<file path="config.mk">
export PLATFORM = sky130hd
export DESIGN_NAME = usb_tx_serializer_flat
export DESIGN_NICKNAME = d
export VERILOG_FILES = /design/src/rtl/usb_tx_serializer_if.sv /design/src/rtl/usb_tx_serializer.sv /design/src/flat_wrapper.sv
export SDC_FILE = /design/constraint.sdc
export NUM_CORES = 1
export LEC_CHECK = 0
export CAP_MARGIN = 5
export CORE_MARGIN = 1.5
export CORE_UTILIZATION = 50
export CTS_CLUSTER_DIAMETER = 80
export CTS_CLUSTER_SIZE = 12
export DETAILED_ROUTE_END_ITERATION = 10
export PLACE_DENSITY = 0.7
export SYNTH_ARGS = -nofsm -noshare
export SYNTH_HDL_FRONTEND = slang
export SYNTH_SLANG_ARGS = --single-unit
</file>
<file path="constraint.sdc">
create_clock -name clk -period 5.3 [get_ports clk]
set_input_delay 1.325 -clock clk [delete_from_list [all_inputs] [get_ports clk]]
set_output_delay 1.325 -clock clk [all_outputs]
set_load 0.02 [all_outputs]
</file>
<file path="src/rtl/usb_tx_serializer_if.sv">
// Byte handshake and encoder qualifiers between the packet source, the
// USB TX serializer and the downstream NRZI encoder.
interface usb_tx_serializer_if;
    logic [7:0] tx_data;
    logic       tx_valid;
    logic       tx_last;
    logic       tx_ready;
    logic       tx_busy;
    logic       tx_underrun;
    logic       tx_bit;
    logic       tx_eop;
    logic       tx_idle;

    modport master (
        output tx_data, tx_valid, tx_last,
        input  tx_ready, tx_busy, tx_underrun, tx_bit, tx_eop, tx_idle
    );

    modport slave (
        input  tx_data, tx_valid, tx_last,
        output tx_ready, tx_busy, tx_underrun, tx_bit, tx_eop, tx_idle
    );
endinterface

</file>
<file path="src/rtl/usb_tx_serializer.sv">
// USB TX serializer: SYNC prefix, LSB-first bytes with bit stuffing, then EOP.
// Define USB_TX_CRC16_EN to append the complemented CRC16 before EOP.
module usb_tx_serializer #(
    parameter int         CLKS_PER_BIT = 8,
    parameter logic [7:0] SYNC_BYTE    = 8'h80
) (
    input  logic               clk,
    input  logic               rst,
    usb_tx_serializer_if.slave bus
);
    localparam int CNT_W = $clog2(CLKS_PER_BIT);

`ifdef USB_TX_CRC16_EN
    typedef enum logic [2:0] {S_IDLE, S_SYNC, S_DATA, S_STUFF, S_EOP, S_EOP_J, S_CRC} state_t;
`else
    typedef enum logic [2:0] {S_IDLE, S_SYNC, S_DATA, S_STUFF, S_EOP, S_EOP_J} state_t;
`endif

    state_t           state_q, state_d;
    logic [CNT_W-1:0] cnt_q, cnt_d;
    logic [4:0]       bidx_q, bidx_d;
    logic [2:0]       ones_q, ones_d;
    logic [15:0]      sh_q, sh_d;
    logic [7:0]       hold_q, hold_d;
    logic             hold_full_q, hold_full_d;
    logic             last_seen_q, last_seen_d;
    logic             underrun_q, underrun_d;
    logic             xfer, wrap, cur_bit, data_step, do_end, h_full, h_last, bit_out;
    logic [7:0]       h_data;
    logic [2:0]       ones_nx;
    logic [4:0]       end_idx;
`ifdef USB_TX_CRC16_EN
    logic [15:0]      crc_q, crc_d;
    logic             in_crc_q, in_crc_d;
    assign end_idx = in_crc_q ? 5'd15 : 5'd7;
`else
    assign end_idx = 5'd7;
`endif

    assign xfer    = bus.tx_valid && bus.tx_ready;
    assign wrap    = (cnt_q == CNT_W'(CLKS_PER_BIT - 1));
    assign cur_bit = sh_q[0];
    assign ones_nx = cur_bit ? ones_q + 3'd1 : 3'd0;
    // A byte arriving on the very edge of a byte boundary is used directly.
    assign h_full  = hold_full_q || xfer;
    assign h_data  = hold_full_q ? hold_q : bus.tx_data;
    assign h_last  = last_seen_q || (xfer && bus.tx_last);

    always_comb begin
        state_d     = state_q;
        cnt_d       = cnt_q;
        bidx_d      = bidx_q;
        ones_d      = ones_q;
        sh_d        = sh_q;
        hold_d      = hold_q;
        hold_full_d = hold_full_q;
        last_seen_d = last_seen_q;
        underrun_d  = 1'b0;
        data_step   = 1'b0;
        do_end      = 1'b0;
`ifdef USB_TX_CRC16_EN
        crc_d       = crc_q;
        in_crc_d    = in_crc_q;
`endif
        if (xfer) begin
            hold_d      = bus.tx_data;
            hold_full_d = 1'b1;
            if (bus.tx_last) last_seen_d = 1'b1;
        end
        if (state_q != S_IDLE) cnt_d = wrap ? '0 : cnt_q + CNT_W'(1);

        case (state_q)
            S_IDLE: if (xfer) begin
                state_d = S_SYNC;
                sh_d    = {8'h00, SYNC_BYTE};
                bidx_d  = '0;
                cnt_d   = '0;
                ones_d  = '0;
`ifdef USB_TX_CRC16_EN
                crc_d    = 16'hFFFF;
                in_crc_d = 1'b0;
`endif
            end
            S_SYNC: if (wrap) begin
                ones_d = ones_nx;
                sh_d   = {1'b0, sh_q[15:1]};
                bidx_d = bidx_q + 5'd1;
                if (bidx_q == 5'd7) do_end = 1'b1;
            end
            S_DATA: data_step = 1'b1;
`ifdef USB_TX_CRC16_EN
            S_CRC:  data_step = 1'b1;
`endif
            S_STUFF: if (wrap) begin
                ones_d = '0;
                if (bidx_q == end_idx + 5'd1) do_end = 1'b1;
`ifdef USB_TX_CRC16_EN
                else state_d = in_crc_q ? S_CRC : S_DATA;
`else
                else state_d = S_DATA;
`endif
            end
            S_EOP: if (wrap) begin
                bidx_d = bidx_q + 5'd1;
                if (bidx_q == 5'd1) begin
                    state_d = S_EOP_J;
                    bidx_d  = '0;
                end
            end
            S_EOP_J: if (wrap) begin
                state_d     = S_IDLE;
                last_seen_d = 1'b0;
                hold_full_d = 1'b0;
                cnt_d       = '0;
            end
            default: state_d = S_IDLE;
        endcase

        if (data_step && wrap) begin
            ones_d = ones_nx;
            sh_d   = {1'b0, sh_q[15:1]};
            bidx_d = bidx_q + 5'd1;
`ifdef USB_TX_CRC16_EN
            // Reflected form of x^16+x^15+x^2+1, fed in transmit order.
            if (!in_crc_q)
                crc_d = {1'b0, crc_q[15:1]} ^ ((cur_bit ^ crc_q[0]) ? 16'hA001 : 16'h0000);
`endif
            if (ones_nx == 3'd6) state_d = S_STUFF;
            else if (bidx_q == end_idx) do_end = 1'b1;
        end

        if (do_end) begin
            bidx_d = '0;
`ifdef USB_TX_CRC16_EN
            if (in_crc_q) state_d = S_EOP;
            else
`endif
            if (h_full) begin
                sh_d        = {8'h00, h_data};
                hold_full_d = 1'b0;
                state_d     = S_DATA;
            end else if (h_last) begin
`ifdef USB_TX_CRC16_EN
                state_d  = S_CRC;
                sh_d     = ~crc_d;
                in_crc_d = 1'b1;
`else
                state_d  = S_EOP;
`endif
            end else begin
                underrun_d = 1'b1;
                state_d    = S_EOP;
            end
        end
    end

    always_ff @(posedge clk or posedge rst) begin
        if (rst) begin
            state_q     <= S_IDLE;
            cnt_q       <= '0;
            bidx_q      <= '0;
            ones_q      <= '0;
            sh_q        <= '0;
            hold_q      <= '0;
            hold_full_q <= 1'b0;
            last_seen_q <= 1'b0;
            underrun_q  <= 1'b0;
`ifdef USB_TX_CRC16_EN
            crc_q       <= 16'hFFFF;
            in_crc_q    <= 1'b0;
`endif
        end else begin
            state_q     <= state_d;
            cnt_q       <= cnt_d;
            bidx_q      <= bidx_d;
            ones_q      <= ones_d;
            sh_q        <= sh_d;
            hold_q      <= hold_d;
            hold_full_q <= hold_full_d;
            last_seen_q <= last_seen_d;
            underrun_q  <= underrun_d;
`ifdef USB_TX_CRC16_EN
            crc_q       <= crc_d;
            in_crc_q    <= in_crc_d;
`endif
        end
    end

    always_comb begin
        bit_out = 1'b1;
        case (state_q)
            S_SYNC, S_DATA:  bit_out = sh_q[0];
`ifdef USB_TX_CRC16_EN
            S_CRC:           bit_out = sh_q[0];
`endif
            S_STUFF, S_EOP:  bit_out = 1'b0;
            default:         bit_out = 1'b1;
        endcase
    end

    assign bus.tx_bit      = bit_out;
    assign bus.tx_eop      = (state_q == S_EOP);
    assign bus.tx_idle     = (state_q == S_IDLE) || (state_q == S_EOP_J);
    assign bus.tx_busy     = (state_q != S_IDLE);
    assign bus.tx_underrun = underrun_q;
    assign bus.tx_ready    = !hold_full_q && !last_seen_q &&
                             (state_q != S_EOP) && (state_q != S_EOP_J);
endmodule
</file>
<file path="src/flat_wrapper.sv">
// flat-port wrapper written by rule: the top's interface ports become plain ports
module usb_tx_serializer_flat 
#(
    parameter int         CLKS_PER_BIT = 8,
    parameter logic [7:0] SYNC_BYTE    = 8'h80
)
  (clk, rst, bus_tx_data, bus_tx_valid, bus_tx_last, bus_tx_ready, bus_tx_busy, bus_tx_underrun, bus_tx_bit, bus_tx_eop, bus_tx_idle);
  usb_tx_serializer_if bus_i ();
  input  logic clk;
  input  logic rst;
  input wire logic [$bits(bus_i.tx_data)-1:0] bus_tx_data;
  input wire logic [$bits(bus_i.tx_valid)-1:0] bus_tx_valid;
  input wire logic [$bits(bus_i.tx_last)-1:0] bus_tx_last;
  output wire logic [$bits(bus_i.tx_ready)-1:0] bus_tx_ready;
  output wire logic [$bits(bus_i.tx_busy)-1:0] bus_tx_busy;
  output wire logic [$bits(bus_i.tx_underrun)-1:0] bus_tx_underrun;
  output wire logic [$bits(bus_i.tx_bit)-1:0] bus_tx_bit;
  output wire logic [$bits(bus_i.tx_eop)-1:0] bus_tx_eop;
  output wire logic [$bits(bus_i.tx_idle)-1:0] bus_tx_idle;
  assign bus_i.tx_data = bus_tx_data;
  assign bus_i.tx_valid = bus_tx_valid;
  assign bus_i.tx_last = bus_tx_last;
  assign bus_tx_ready = bus_i.tx_ready;
  assign bus_tx_busy = bus_i.tx_busy;
  assign bus_tx_underrun = bus_i.tx_underrun;
  assign bus_tx_bit = bus_i.tx_bit;
  assign bus_tx_eop = bus_i.tx_eop;
  assign bus_tx_idle = bus_i.tx_idle;
  usb_tx_serializer #(.CLKS_PER_BIT(CLKS_PER_BIT), .SYNC_BYTE(SYNC_BYTE)) u_core (.clk(clk), .rst(rst), .bus(bus_i));
endmodule
</file>
==> impl_results.md, run 1 <==
- Status: completed
- DR WL/cell: roughly 15 um
- Critical-path cell list: maj3_1, a21oi_1, clkdlybuf4s50_1
- Post-DP HPWL: around 3000 um
- Pwr Total: between 1 and 1.5 mW
- Max Cap Violations: 0
- Ant diodes: 0
- Netlist cell types: 53
- Synth Flop Type: dfrtp_1
- Req. time, crit path: about 4000 ps
- Row count: 24
- Share of cells above drive strength 1: 0.0850
- Worst Tran Pin Value: around 1200 ps
- Critical path peak fanout: 11
- Area after DPL: around 2400 sq um
- Worst IR drop on VDD: ~280 uV
- Crit path launch type: register
- Vias in the first global route: roughly 1600
- Synth warn: 0
- Number of synthesized flops with an enable pin: 0
- Syn avg cell area: around 9.6 sq um
- Die area: just under 5000 sq um
- Clock skew: 5.39 ps
- Power density over the cells: approximately 470 nW/um^2
- DRC viols: 0
- Iter 0 DRT Violations: 96
- Area grow syn2layout: 12.4%
- CTS Root Cell: clkbuf_8
- CTS tree: done
- Clk buf depth: 2
- Port bufs: 17
- # setup viols final: 0
- Clk sinks: about 40
- Setup crit end kind: primary output
- GR Overflow Total: 0
- Clock Latency Late Sink: between 200 and 300 ps
- Flops & latches, synth: 41
- CP delay by family, top: buffers and inverters
- CP arrival: a little over 2000 ps
- Final number of max-transition violations: 0
- Worst slew margin: 0.198
- I/O pin count: 18
- Buf+Inv Stages, Crit Path: 1
- CTS Buf Count: 5
- First-pass GRT wire length: 7790 um
- Die W: around 70 um
- GPL Wtd Cong: just under 0.8
- Comb pwr share: 0.345
- FFs w/ async S/R, synth: 1.00
- Via count: about 1700
- Seq pwr share: 0.436
- Mapped Cells: approximately 230
- # fillers: about 390
- Clk pwr share: 0.219
- Register area share after synthesis: 0.456
- Leak Pwr: about 1.1 nW
- Fin util: 0.581
- Pin count of the biggest net entering global routing: 27
- GRT Total Usage: 0.198
- Design Area, Final: around 2500 sq um
- Post-CTS setup buffers: 0
- Final hold violations: 0
- Resized cells post-CTS: 0
- Routed vias/inst: 5.83
- H-tree depth: 2
- Power Internal: roughly 780 uW
- NumNets Final: about 260
- Starting Density: 0.517
- Switch share: 0.350
- Final worst path period share: 0.634
- Hold_ws: between 400 and 500 ps
- CP max stage cell: clkdlybuf4s50_1
- Post-Syn Area: approximately 2300 sq um
- DRT Wirelength: between 4000 and 5000 um
- Final min period: between 3000 and 4000 ps
- Placeable Area: approximately 4400 sq um
- Initial antenna violation count: 0
- Worst-path clk slew: approximately 80 ps
- Final ANT Viol Nets: 0
- RSZ-0062 raised after global routing: no
- Setup CP Type: register to primary output
- Worst Hold Class: register to register
- Setup tns final: 0 ps
- Switching Power: approximately 420 uW
- CP peak stage delay: between 600 and 700 ps
- Hold buffers post-CTS: 0
- Die Span Y: approximately 70 um
- Achievable frequency: 298 MHz
- DR pass1 iterations: 4
- Syn_nets: ~250
[per-layer routing]
metal  vias to the layer above  global-route usage  part of all wire
met2                        27               0.286              0.43
met4                         0              0.0641             0.011
met5                         -                   0                 0
met1                       847               0.293              0.52
li1                        864                   -                 -
met3                         4              0.0476             0.035
[logic make-up (layout without fill, tap and decap cells)]
family / count (synthesis) / count (layout) / share of synthesized area
AOI/OAI and AO/OA: 56 / 56 / 0.192
xor gates and xnor gates: 2 / 2 / 0.00778
adders and majority gates: 7 / 7 / 0.0378
buffers and inverters: 21 / 34 / 0.0489
DFF: 41 / 41 / 0.456
muxes: 3 / 3 / 0.0145
and+or+nand+nor: 104 / 104 / 0.243
[tightest hold or removal path, cell delays in order (launching register included)]
cell and delay (ps):
dfrtp_1 350, nand2_1 50, nand2_1 50
[Yosys cell counts (3+ instances only)]
master    count  area share
nand2_1      34       0.057
inv_1         8       0.013
and3_1        3      0.0083
nand3_1      12       0.027
nand2b_1      3      0.0083
dfrtp_1      41        0.46
buf_2         4      0.0089
buf_4         3       0.010
o21ai_0       3      0.0067
a31oi_1       6       0.017
nor2b_1       6       0.017
o221ai_1      7       0.027
a21oi_1       6       0.013
a22oi_1      14       0.047
nor2_1       25       0.042
nor3_1        3      0.0067
ha_1          6       0.033
clkbuf_1      4      0.0067
o22a_1        3       0.012
[cell usage in the layout (no fill, tap or decap), types with 3 or more instances in the layout]
master           synthesis  routed
nor2b_1                  6       6
nand2_1                 34      34
a22oi_1                 14      14
o21ai_0                  3       3
nor3_1                   3       3
ha_1                     6       6
inv_1                    8       8
a21oi_1                  6       6
a31oi_1                  6       6
clkdlybuf4s50_1          0      17
and3_1                   3       3
o221ai_1                 7       7
nor2_1                  25      25
nand2b_1                 3       3
nand3_1                 12      12
o22a_1                   3       3
dfrtp_1                 41      41
clkbuf_8                 0       6
[power groups by stage]
stage	clock, mW	sequential (mW)	combinational [mW]
global placement	0	0.525	0.402
detailed placement	0	0.526	0.412
floorplan	0	0.479	0.362
finish	0.262	0.520	0.413
global route	0.279	0.536	0.478
CTS	0.267	0.521	0.415
[through the flow]
stage,std cells,setup WS (ps)
after detailed placement,291,1680
after global placement,291,1740
final,299,1940
after global routing,299,1740
after CTS,299,1930
after floorplan,234,2460
[worst paths after layout]
path	start	end	slack (ps)	cells past startpoint
min in group asynchronous	rst	u_core.hold_q[5]	1560	2
worst min-delay path	u_core.hold_q[0]	u_core.hold_q[0]	480	2
worst max-delay path	u_core.state_q[1]	bus_tx_bit	1940	3
worst max register to register	u_core.cnt_q[0]	u_core.sh_q[3]	2480	8
max in group asynchronous	rst	u_core.sh_q[5]	2950	3
worst min register to register	u_core.hold_q[0]	u_core.hold_q[0]	480	2
[state kept, by name, summed over array words and instances, names as in the netlist]
name                    cells
u_core.bidx_q               5
u_core.bus.tx_underrun      1
u_core.cnt_q                3
u_core.hold_full_q          1
u_core.hold_q               8
u_core.last_seen_q          1
u_core.ones_q               3
u_core.sh_q                16
u_core.state_q              3
[area by class of cell]
| cell class | instances | area (sq um) | area share |
|---|---|---|---|
| clock inverter | 1 | 30.0 | 0.0119 |
| tap | 52 | 65.1 | 0.0257 |
| timing repair buffer | 18 | 178 | 0.0702 |
| sequential | 41 | 1030 | 0.406 |
| multi-input combinational | 172 | 1110 | 0.441 |
| clock buffer | 7 | 86.3 | 0.0341 |
| inverter | 8 | 30.0 | 0.0119 |
(Power assumes the default switching activity.)
==> inputs of run 2 (changes only) <==
--- a/config.mk
+++ b/config.mk
@@ -11,7 +11,7 @@
 export CTS_CLUSTER_DIAMETER = 80
 export CTS_CLUSTER_SIZE = 12
 export DETAILED_ROUTE_END_ITERATION = 10
-export PLACE_DENSITY = 0.7
+export PLACE_DENSITY = 0.73
 export SYNTH_ARGS = -nofsm -noshare
 export SYNTH_HDL_FRONTEND = slang
 export SYNTH_SLANG_ARGS = --single-unit
==> constraint.sdc (replaced) <==
create_clock -name clk -period 2.8 [get_ports clk]
set_input_delay 0.7 -clock clk [delete_from_list [all_inputs] [get_ports clk]]
set_output_delay 0.7 -clock clk [all_outputs]
set_load 0.02 [all_outputs]
==> run 2 against run 1 <==
Count of clock-buffer cells in the layout shrank 2. First-iteration DRC count grew 19%. Critical endpoint unchanged. Power grew 91%. Core utilization grew 0.86 points. Largest cell class unchanged. Via count shrank 0.57%.
==> impl_results.md, run 2 (synthesized netlist as in run 1, its figures left out) <==
- First-pass GRT wire length: 7670 um (-1.6%)
- Pin count of the biggest net entering global routing: 42 (+56%)
- Most frequent cells in the layout: dfrtp_1 (40), nand2_1 (34), nor2_1 (25)
- Routed vias/inst: 5.72 (-1.9%)
- I/O pin count: 18 (unchanged)
- Setup crit end kind: primary output
- CP arrival: 1970 ps (-60 ps)
- Die W: 70.1 um (unchanged)
- Max Used Layer: met4
- Worst r2r src: u_core.cnt_q[0]
- Crit path launch type: register
- Largest registers: u_core.sh_q (16), u_core.hold_q (8), u_core.bidx_q (5)
- Fin util: 0.590 (+0.00862)
- Status: completed
- Largest reg by FF count: u_core.sh_q
- CTS tree: done
- Via count: 1732 (-0.57%)
- # setup viols final: 0 (unchanged)
- Power density over the cells: 889 nW/um^2 (+88%)
- Hold buffers post-CTS: 0 (unchanged)
- Worst R2R End: u_core.bidx_q[3]
- Req. time, crit path: 2100 ps (-1870 ps)
- Achievable frequency: between 300 and 400 MHz
- DRT Wirelength: 4560 um (+3.9%)
- Row count: 24 (unchanged)
- GR Overflow Total: 0 (unchanged)
- Die Span Y: 70.1 um (unchanged)
- DRC viols: 0 (unchanged)
- Ant diodes: 0 (unchanged)
- Commonest non-fill, non-tap cell in the layout: dfrtp_1
- Worst Tran Pin Value: 630 ps (-568 ps)
- Leak Pwr: 1.11 nW (+2.0%)
- DR WL/cell: 15.1 um (+2.5%)
- Final ANT Viol Nets: 0 (unchanged)
- Worst-path clk slew: 80 ps (about the same)
- Max Cap Violations: 0 (unchanged)
- Worst hold path depth: 2 (unchanged)
- Reg2Reg Depth: 9 (+1)
- Share of cells above drive strength 1: 0.116 (+0.0305)
- Final number of max-transition violations: 0 (unchanged)
- Initial antenna violation count: 0 (unchanged)
- DR pass1 iterations: 4 (unchanged)
- Clock Latency Late Sink: 300 ps (about the same)
- Placeable Area: 4350 sq um (unchanged)
- Clk buf depth: 2 (unchanged)
- Vias in the first global route: 1724 (+4.7%)
- Final min period: roughly 2700 ps
- Worst Hold Class: register to register
- # fillers: 376 (-2.6%)
- Port bufs: 17 (unchanged)
- Area occupied by multi-input gates: 1130 sq um (+1.0%)
- Die area: 4910 sq um (unchanged)
- Max reg flops: 16 (unchanged)
- Met3 WL post-DR: 136 um (-11%)
- CTS Buf Count: 5 (unchanged)
- Resized cells post-CTS: 0 (unchanged)
- Final worst path period share: 0.952
- NumNets Final: 269 (+1.9%)
- Worst IR drop on VDD: 533 uV (+93%)
- H-tree depth: 2 (unchanged)
- Area grow syn2layout: 14.1%
- Clk sinks: 41 (unchanged)
- Hold EP: u_core.hold_q[0]
- CTS Root Cell: clkbuf_8
- WL met1: 2150 um (-6.3%)
- Met2 WL: 2180 um (+15%)
- Pwr Total: 2.28 mW (+91%)
- Starting Density: 0.517 (unchanged)
- Worst slew margin: 0.579 (+0.382)
- Iter 0 DRT Violations: 114 (+19%)
- GRT Total Usage: 0.200 (+0.00203)
- Critical path peak fanout: 11 (unchanged)
- Min-delay src: u_core.hold_q[0]
- GPL Wtd Cong: 0.804 (+3.8%)
- Register Area: 1030 sq um (+0.12%)
- RSZ-0062 raised after global routing: no
- Post-CTS setup buffers: 0 (unchanged)
- Setup CP Type: register to primary output
- Post-DP HPWL: 3050 um (+2.4%)
- R2R Setup Slk: 580 ps (-1900 ps)
- Clock skew: 11.4 ps (+5.99 ps)
- Final hold violations: 0 (unchanged)
[run 2: worst max-delay path by stage]
| stage | startpoint | endpoint | slack (ps) | depth (start not counted) |
|---|---|---|---|---|
| after CTS | u_core.state_q[1] | bus_tx_bit | 40 | 3 |
| after detailed placement | bus_tx_valid | u_core.sh_q[0] | -130 | 6 |
| after floorplan | u_core.state_q[0] | bus_tx_bit | 590 | 3 |
| after global placement | bus_tx_valid | u_core.sh_q[0] | -110 | 6 |
| after global routing | u_core.state_q[0] | bus_tx_bit | 40 | 3 |
| final | u_core.state_q[1] | bus_tx_bit | 130 | 3 |
[run 2: critical path, stage by stage (launching register included)]
cell	delay, ps
dfrtp_2	520
maj3_1	380
a21oi_1	150
clkdlybuf4s50_1	620
[run 2: stage by stage]
step                      area [sq um]  TNS, ps  hold slack [ps]  setup slack [ps]  std cells
after floorplan                   2250        0              445               588        234
after global placement            2450     -596              458              -109        296
after detailed placement          2450     -671              463              -128        296
after CTS                         2550        0              480              36.7        303
after global routing              2570        0              503              36.2        303
final                             2570        0              476               135        303
[run 2: layout make-up]
class,count,share of cell area
clock buffer,5,0.0268
clock inverter,2,0.0136
inverter,8,0.0117
multi-input combinational,172,0.439
sequential,41,0.400
tap,52,0.0253
timing repair buffer,23,0.0838
[run 2: per-layer routing]
layer	vias up	GRT usage
met5	-	0
met4	0	0.0897
met3	9	0.0519
met2	23	0.321
met1	828	0.254
li1	872	-
[run 2: power breakdown]
part,switching (mW),internal (mW)
Combinational,0.432,0.421
Clock,0.200,0.259
Sequential,0.182,0.787
